[config.mk]
export PLATFORM = sky130hd
export DESIGN_NAME = proj_sorter_ctrl
export DESIGN_NICKNAME = d
export VERILOG_FILES = /design/src/rtl/proj_sorter_ctrl.sv
export SDC_FILE = /design/constraint.sdc
export NUM_CORES = 1
export LEC_CHECK = 0
export ABC_AREA = 1
export ABC_CLOCK_PERIOD_IN_PS = 2290
export CORE_UTILIZATION = 41
export DETAILED_ROUTE_END_ITERATION = 8
export PLACE_DENSITY = 0.95
export SKIP_LAST_GASP = 1
export SLEW_MARGIN = 40
export SYNTH_ARGS = -nofsm -noshare
export SYNTH_HDL_FRONTEND = slang
export SYNTH_SLANG_ARGS = --single-unit
[constraint.sdc]
create_clock -name in_clk -period 2.29 [get_ports in_clk]
set_clock_uncertainty 0.05 [all_clocks]
set_input_delay 0.458 -clock in_clk [delete_from_list [all_inputs] [get_ports in_clk]]
set_output_delay 0.458 -clock in_clk [all_outputs]
set_load 0.1 [all_outputs]
[src/rtl/proj_sorter_ctrl.sv]
// rtl/proj_sorter_ctrl.sv - MinHash top-K sorter sequencing controller
//
// Accepts one hash signature per cycle, tags it with its element index and
// feeds it to the external top-K sorter. At end of document it captures the
// sorter's K smallest indices, returns them downstream and then clears the
// sorter for the next document.
//
// Ports:
//   in_clk, in_rst          clock, synchronous active-high reset
//   in_valid / out_ready    upstream item handshake
//   in_signature, in_last   item signature, end-of-document marker
//   out_srt_signature       signature to sorter (all-ones filler when idle)
//   out_srt_index           index to sorter (0 when idle)
//   out_srt_rst_n           sorter clear, active-low
//   in_srt_smallest_idx     sorter result, slot j at [j*INDICE_LEN +: INDICE_LEN], slot 0 smallest
//   out_valid / in_ready    downstream result handshake
//   out_indices             captured result, same packing as in_srt_smallest_idx
//   out_count               valid slots, min(items, INDICES_COUNT)
//   out_overflow            document exceeded 2^INDICE_LEN items
//
// Build option: define SORTER_CTRL_EMPTY_MASK_EN to write all-ones into
// captured slots that hold no real item (slot index >= out_count).

module proj_sorter_ctrl #(
    parameter int INDICES_COUNT = 4,
    parameter int INDICE_LEN    = 16,
    parameter int SIGNATURE_LEN = 32,
    localparam int COUNT_W      = $clog2(INDICES_COUNT + 1)
) (
    input  logic                                in_clk,
    input  logic                                in_rst,
    input  logic                                in_valid,
    output logic                                out_ready,
    input  logic [SIGNATURE_LEN-1:0]            in_signature,
    input  logic                                in_last,
    output logic [SIGNATURE_LEN-1:0]            out_srt_signature,
    output logic [INDICE_LEN-1:0]               out_srt_index,
    output logic                                out_srt_rst_n,
    input  logic [INDICES_COUNT*INDICE_LEN-1:0] in_srt_smallest_idx,
    output logic                                out_valid,
    input  logic                                in_ready,
    output logic [INDICES_COUNT*INDICE_LEN-1:0] out_indices,
    output logic [COUNT_W-1:0]                  out_count,
    output logic                                out_overflow
);

    typedef enum logic [1:0] {
        ST_CLEAR,
        ST_RUN,
        ST_DRAIN,
        ST_OUT
    } state_t;

    state_t                              state;
    state_t                              state_next;
    logic                                accept;
    logic [INDICE_LEN-1:0]               idx_cnt;
    logic [COUNT_W-1:0]                  item_cnt;
    logic                                overflow;
    logic [INDICES_COUNT*INDICE_LEN-1:0] cap_indices;

    always_ff @(posedge in_clk) begin
        if (in_rst) begin
            state <= ST_CLEAR;
        end else begin
            state <= state_next;
        end
    end

    // out_ready and out_valid depend on state only, so there is no
    // combinational path from in_valid or in_ready back to the handshakes.
    always_comb begin
        state_next = state;
        out_ready  = 1'b0;
        out_valid  = 1'b0;
        accept     = 1'b0;
        case (state)
            ST_CLEAR: begin
                state_next = ST_RUN;
            end
            ST_RUN: begin
                out_ready = 1'b1;
                accept    = in_valid;
                if (in_valid && in_last) begin
                    state_next = ST_DRAIN;
                end
            end
            ST_DRAIN: begin
                // The last item enters the sorter on the edge into DRAIN;
                // its result is settled and captured on the edge out of it.
                state_next = ST_OUT;
            end
            ST_OUT: begin
                out_valid = 1'b1;
                if (in_ready) begin
                    state_next = ST_CLEAR;
                end
            end
            default: begin
                state_next = ST_CLEAR;
            end
        endcase
    end

    // The sorter clears on the same edge as the controller, including while
    // the controller itself is held in reset.
    assign out_srt_rst_n = ~(in_rst | (state == ST_CLEAR));

    // Idle cycles feed an all-ones signature: it never compares smaller than
    // a stored entry, so it cannot displace real items, and empty slots keep
    // their cleared index of 0.
    always_comb begin
        out_srt_signature = accept ? in_signature : '1;
        out_srt_index     = accept ? idx_cnt : '0;
    end

    always_comb begin
        cap_indices = in_srt_smallest_idx;
`ifdef SORTER_CTRL_EMPTY_MASK_EN
        for (int j = 0; j < INDICES_COUNT; j++) begin
            if (COUNT_W'(j) >= item_cnt) begin
                cap_indices[j*INDICE_LEN +: INDICE_LEN] = '1;
            end
        end
`endif
    end

    always_ff @(posedge in_clk) begin
        if (in_rst) begin
            idx_cnt      <= '0;
            item_cnt     <= '0;
            overflow     <= 1'b0;
            out_indices  <= '0;
            out_count    <= '0;
            out_overflow <= 1'b0;
        end else begin
            if (state == ST_CLEAR) begin
                idx_cnt  <= '0;
                item_cnt <= '0;
                overflow <= 1'b0;
            end
            if (accept) begin
                idx_cnt <= idx_cnt + INDICE_LEN'(1);
                if (item_cnt != COUNT_W'(INDICES_COUNT)) begin
                    item_cnt <= item_cnt + COUNT_W'(1);
                end
                // Wrapping is only harmful when another item follows.
                if ((&idx_cnt) && !in_last) begin
                    overflow <= 1'b1;
                end
            end
            if (state == ST_DRAIN) begin
                out_indices  <= cap_indices;
                out_count    <= item_cnt;
                out_overflow <= overflow;
            end
        end
    end

endmodule

======== After elaboration in Yosys (flattened, before gate mapping) ========
Cells that the tools add are included.
word-level totals
  register bits after elaboration ......... 90
  output and inout port bits .............. 119
  input bits .............................. 101
cells by class
  bitwise logic cells ..................... 2
  reduce and logical (&&, ||, !) cells .... 7
  equal/unequal tests ..................... 6
  $add $sub $neg .......................... 2
  multiplexer cells ....................... 16
operators with widths
  kind                                                  number
  2-to-1 mux 16 bit                                     3
  2-to-1 mux 32 bit                                     1
  adder 16 x 1 -> 16 bit (second input constant)        1
  AND reduction 16 bit                                  1
  2-to-1 mux 3 bit                                      3
  case mux 2 bit (4 select lines)                       1
  2-to-1 mux 1 bit                                      6
  equality test 2 bit (second input constant)           2
  2-to-1 mux 2 bit                                      2
  inequality test 2 bit (second input constant)         2
  adder 3 x 1 -> 3 bit (second input constant)          1
  inequality test 3 bit (second input constant)         1
  equality test 2 x 1 -> 1 bit (second input constant)  1
  logical AND 1 bit                                     2
  zero test 2 bit                                       1
  AND reduction 2 bit                                   1
  nonzero test 2 bit                                    1
  zero test 1 bit                                       1
  inverter 1 bit                                        1
  bitwise OR 1 bit                                      1

======== Depth between registers and ports, before layout ========
  depth after elaboration ................. 4
  mapped depth ............................ 8
  depth with buffers taken out ............ 8

======== Worst setup path before layout ========
No wires, ideal clock.
  path kind ............................... register to output
  start ................................... reg state[1]
  end ..................................... out out_srt_index[12]
  slack ................................... -1.349 ns
  cell stages (with the launch flop) ...... 7
  buffers on the path ..................... 2
  data required time ...................... 1.782 ns
  arrival ................................. 3.131 ns
  path through ............................ dfxtp_1 -> inv_1 -> ha_1 -> nand2_2 -> buf_2 -> buf_2 -> nor2_1
between the ends
  word-level cells in the longest chain between the ends .. 3
ends and longest elaborated chain
  element                       line  text
  from (decl)                   54    state_t state;
  from (signal assigned)        66    state <= state_next;
  equality test 2 x 1 -> 1 bit  77    case (state)
  2-to-1 mux 1 bit              77
  2-to-1 mux 16 bit             114   out_srt_index = accept ? idx_cnt : '0;
  to (decl)                     37    output logic [INDICE_LEN-1:0] out_srt_index,
Every way passes these cells.

======== Final worst setup path ========
  start ................................... reg state[0]
  end ..................................... out out_srt_signature[27]
between the ends
  word-level cells in the longest chain between the ends .. 3
ends and longest elaborated chain
  element                       line  text
  equality test 2 x 1 -> 1 bit  77
  2-to-1 mux 1 bit              77
  2-to-1 mux 32 bit             113   out_srt_signature = accept ? in_signature : '1;
  to (decl)                     36    output logic [SIGNATURE_LEN-1:0] out_srt_signature,
Every way passes these cells.

==> tab_implementation.tex <==
\begin{tabular}{lr}
\hline
Metric & Value \\
\hline
\multicolumn{2}{l}{\textbf{Status}} \\
\quad Result of the run & completed \\
\multicolumn{2}{l}{\textbf{Floorplanning}} \\
\quad Die X & 99.1 um \\
\quad Core box area & 9200 um2 \\
\quad Placement row count & 35 \\
\quad Floorplan die height & 99.1 um \\
\quad I/O pin cnt & 220 \\
\quad Total die area & 9820 um2 \\
\quad Starting density of the core & 42.1\% \\
\multicolumn{2}{l}{\textbf{GRT}} \\
\quad Number of antenna violations at the first check in global routing & 0 \\
\quad Global-route wire length before repair & 20300 um \\
\quad Leftover overflow at the end of global routing & 0 \\
\quad Via count of the first global-routing pass & 4450 \\
\quad GRT Resource Usage Total & 25.8\% \\
\quad Pin count of the biggest net entering global routing & 67 \\
\multicolumn{2}{l}{\textbf{Synthesis}} \\
\quad Most common cell in the synthesized netlist & nor2\_1 \\
\quad Post-Syn Area per Cell & 7.12 um2 \\
\quad Cell types with the highest counts after synthesis & 172 x nor2\_1, 90 x dfxtp\_1, 75 x o21ai\_0 \\
\quad Synth top area share & 46.6\% \\
\quad Register bit count reported by yosys & 90 \\
\quad Distinct cells, synth & 23 \\
\quad Post-synthesis instance area & 3870 um2 \\
\quad Post-Syn Nets & 651 \\
\quad Cell taking the most area after synthesis & dfxtp\_1 \\
\quad Seq/Total Area, Yosys & 46.6\% \\
\quad Number of synthesized flops with an enable pin & 0 \\
\quad Top area cells in the synthesized netlist & dfxtp\_1 47\%, nor2\_1 17\%, o21ai\_0 9.7\% \\
\quad Flip-flop cell with the highest count after synthesis & dfxtp\_1 \\
\quad Ys Warns & 0 \\
\quad Proportion of synthesized flip-flops having asynchronous set or reset & 0\% \\
\quad Number of standard cells after synthesis & 543 \\
\multicolumn{2}{l}{\textbf{Power and ir drop}} \\
\quad Power density cells & 1330 nW/um2 \\
\quad Post-route total power & 9.11 mW \\
\quad Reported leakage power & 2.91 nW \\
\quad Peak VDD IR & 1.12 mV \\
\multicolumn{2}{l}{\textbf{Placed design}} \\
\quad DPL Wire Length & 9700 um \\
\quad Port-buffer cells & 219 \\
\quad Cell area after placement & 6600 um2 \\
\quad Routability-driven placement congestion ratio & 0.869 \\
\quad Total placed cells including tap cells & 854 \\
\multicolumn{2}{l}{\textbf{Clock tree}} \\
\quad Source-to-sink clock delay at the later pin of the worst-skew pair & 0.35 ns \\
\quad Post-CTS Setup Bufs & 0 \\
\quad Clock tree root driver cell & clkbuf\_8 \\
\quad Clock-pin slew of the registers on the worst-case setup and hold paths & 0.09 ns \\
\quad Number of sinks driven by the clock tree & 90 \\
\quad Max H-tree Level & 3 \\
\quad Clock tree from TritonCTS & yes \\
\quad Buffers from clock root to sink, at most & 2 \\
\quad Number of buffers inserted during clock tree synthesis & 9 \\
\multicolumn{2}{l}{\textbf{Setup path}} \\
\quad R2r endpoint & idx\_cnt[8] \\
\quad Kind of start point of the critical path & flip-flop \\
\quad Kind of cell adding the most delay to the critical path & simple AND/OR/NAND/NOR gates \\
\quad Kind of end point of the critical path & output pin \\
\quad Register-to-register setup slack & 0.49 ns \\
\quad CP peak stage delay & 0.42 ns \\
\quad Highest net fanout along the worst path & 20 \\
\quad Path type of the worst setup path & flip-flop to output pin \\
\quad Reg2reg path depth & 8 \\
\quad Arrival time at the worst endpoint & 1.70 ns \\
\quad Required time of the critical path & 1.78 ns \\
\quad Critical register-to-register path startpoint & state[1] \\
\quad Number of buffers and inverters on the critical path & 1 \\
\quad CP cell instances & ha\_4 -> nand2\_8 -> or2\_2 -> buf\_12 \\
\quad Critical-path top delay cell & dfxtp\_1 \\
\multicolumn{2}{l}{\textbf{Hold path}} \\
\quad Number of cells on the worst hold path & 2 \\
\quad Type of the most critical hold path & flip-flop to flip-flop \\
\quad Hold endpoint & overflow \\
\quad Min-Delay Startpoint & overflow \\
\multicolumn{2}{l}{\textbf{Finish}} \\
\quad Post-route core utilization & 74.4\% \\
\quad Layout cell share with drive strength beyond 1 & 27.5\% \\
\quad Final std cell area, no fill & 6840 um2 \\
\quad Synth-to-Final Area Change & 76.8\% \\
\quad Filler-free cell count of the finished design & 871 \\
\quad Number of fill cells & 625 \\
\quad Inserted Diodes & 0 \\
\quad Layout net count & 863 \\
\multicolumn{2}{l}{\textbf{Timing}} \\
\quad Final worst-path cycle share & 96.3\% \\
\quad Max transition margin & 69.5\% \\
\quad Final count of pins violating max slew & 0 \\
\quad Total of endpoints with negative setup slack in the final report & 0 \\
\quad Final hold viol count & 0 \\
\quad Achievable Freq & 453 MHz \\
\quad Worst-Margin Slew & 0.453 ns \\
\quad Fin Setup TNS & 0 ns \\
\quad Setup repair after global routing missed its margin & no \\
\quad Fin crit period & 2.21 ns \\
\multicolumn{2}{l}{\textbf{Route}} \\
\quad Drt wl/cell & 14.9 um \\
\quad 1st-pass router iterations & 4 \\
\quad Detailed Route WL & 13000 um \\
\quad Average vias per placed instance & 5.16 \\
\quad DRC & 0 \\
\quad ANT nets after route & 0 \\
\quad Detailed Route Iter0 Violations & 220 \\
\quad Vias after detailed routing & 4491 \\
\multicolumn{2}{l}{\textbf{Run}} \\
\quad Total of max-cap violations & 0 \\
\hline
\end{tabular}
-- layer usage --
metal  share of wire (%)  vias up  GRT usage (%)
met5                   0        -              0
met4                 3.1        0           14.0
met3                 9.0       37           6.39
met2                  52      242           47.4
met1                  36     2074           27.0
li1                    -     2138              -
-- worst reg2reg max path, stage by stage, from the launching register on --
cell and delay, ns:
dfxtp_1 0.39, inv_2 0.08, ha_4 0.22, nand2_8 0.16
inv_2 0.05, buf_4 0.19, nor2_1 0.31, nand2_1 0.12
a21oi_1 0.17
-- cells in the final DEF (no fill, tap or decap), drive strengths merged --
cell type / instances
nand2: 59
bufinv: 1
nand3: 12
clkbuf: 10
nor2: 177
a21oi: 21
buf: 130
clkinv: 3
ha: 7
nor4: 1
o31a: 1
o211ai: 1
dfxtp: 90
nor3: 2
a211oi: 2
inv: 31
o21ai: 75
clkinvlp: 1
or2: 32
nand4: 3
o21bai: 1
dlygate4sd2: 1
clkdlybuf4s50: 99
-- state kept, by name (all words and copies together), names as in the netlist --
signal        cells
out_indices      64
idx_cnt          16
item_cnt          3
out_count         3
state             2
out_overflow      1
overflow          1
-- worst max-delay path by stage --
stage	slack (ns)	to	from	depth (start not counted)
6_report	0.08	out_srt_signature[27]	state[0]	4
3_3_place_gp	-0.02	out_srt_index[11]	in_valid	5
3_5_place_dp	-0.06	out_srt_index[0]	in_valid	5
2_1_floorplan	-0.12	out_srt_index[15]	state[1]	5
4_1_cts	0.04	out_srt_signature[7]	state[1]	5
5_1_grt	0.01	out_srt_signature[27]	state[1]	5
-- final cells by class --
cell class | instances | area [um2] | area share, %
clock inverter | 6 | 72.6 | 1.06
sequential | 90 | 1800 | 26.3
tap | 111 | 139 | 2.03
timing repair buffer | 230 | 2610 | 38.1
inverter | 30 | 113 | 1.65
clock buffer | 10 | 138 | 2.01
multi-input combinational | 394 | 1970 | 28.8
-- kinds of logic (layout without fill, tap and decap cells) --
group / Yosys count / count (layout) / share of synthesized area, %
adders and majority gates: 7 / 7 / 2.26
and+or+nand+nor: 285 / 286 / 31.4
AOI/OAI and AO/OA: 101 / 101 / 13.4
buffers and inverters: 60 / 276 / 6.31
DFF: 90 / 90 / 46.6
-- report_power, final --
part	internal (mW)	leakage, nW	switching [mW]
sequential	1.96	0.736	0.223
combinational	1.32	2.07	4.48
clock	0.546	0.103	0.579
-- what timing repair did --
item	CTS	global route
gates cloned	0	1
hold buffers	0	0
endpoints found under the setup margin	41	40
pin swaps	0	0
gates resized for setup	3	2
-- stage by stage --
stage          setup slack (ns)  hold WS [ns]
4_1_cts                  0.0360         0.418
2_1_floorplan            -0.117         0.377
3_3_place_gp            -0.0194         0.400
3_5_place_dp            -0.0641         0.404
5_1_grt                  0.0132         0.452
6_report                 0.0836         0.411
(Power assumes the default switching activity.)
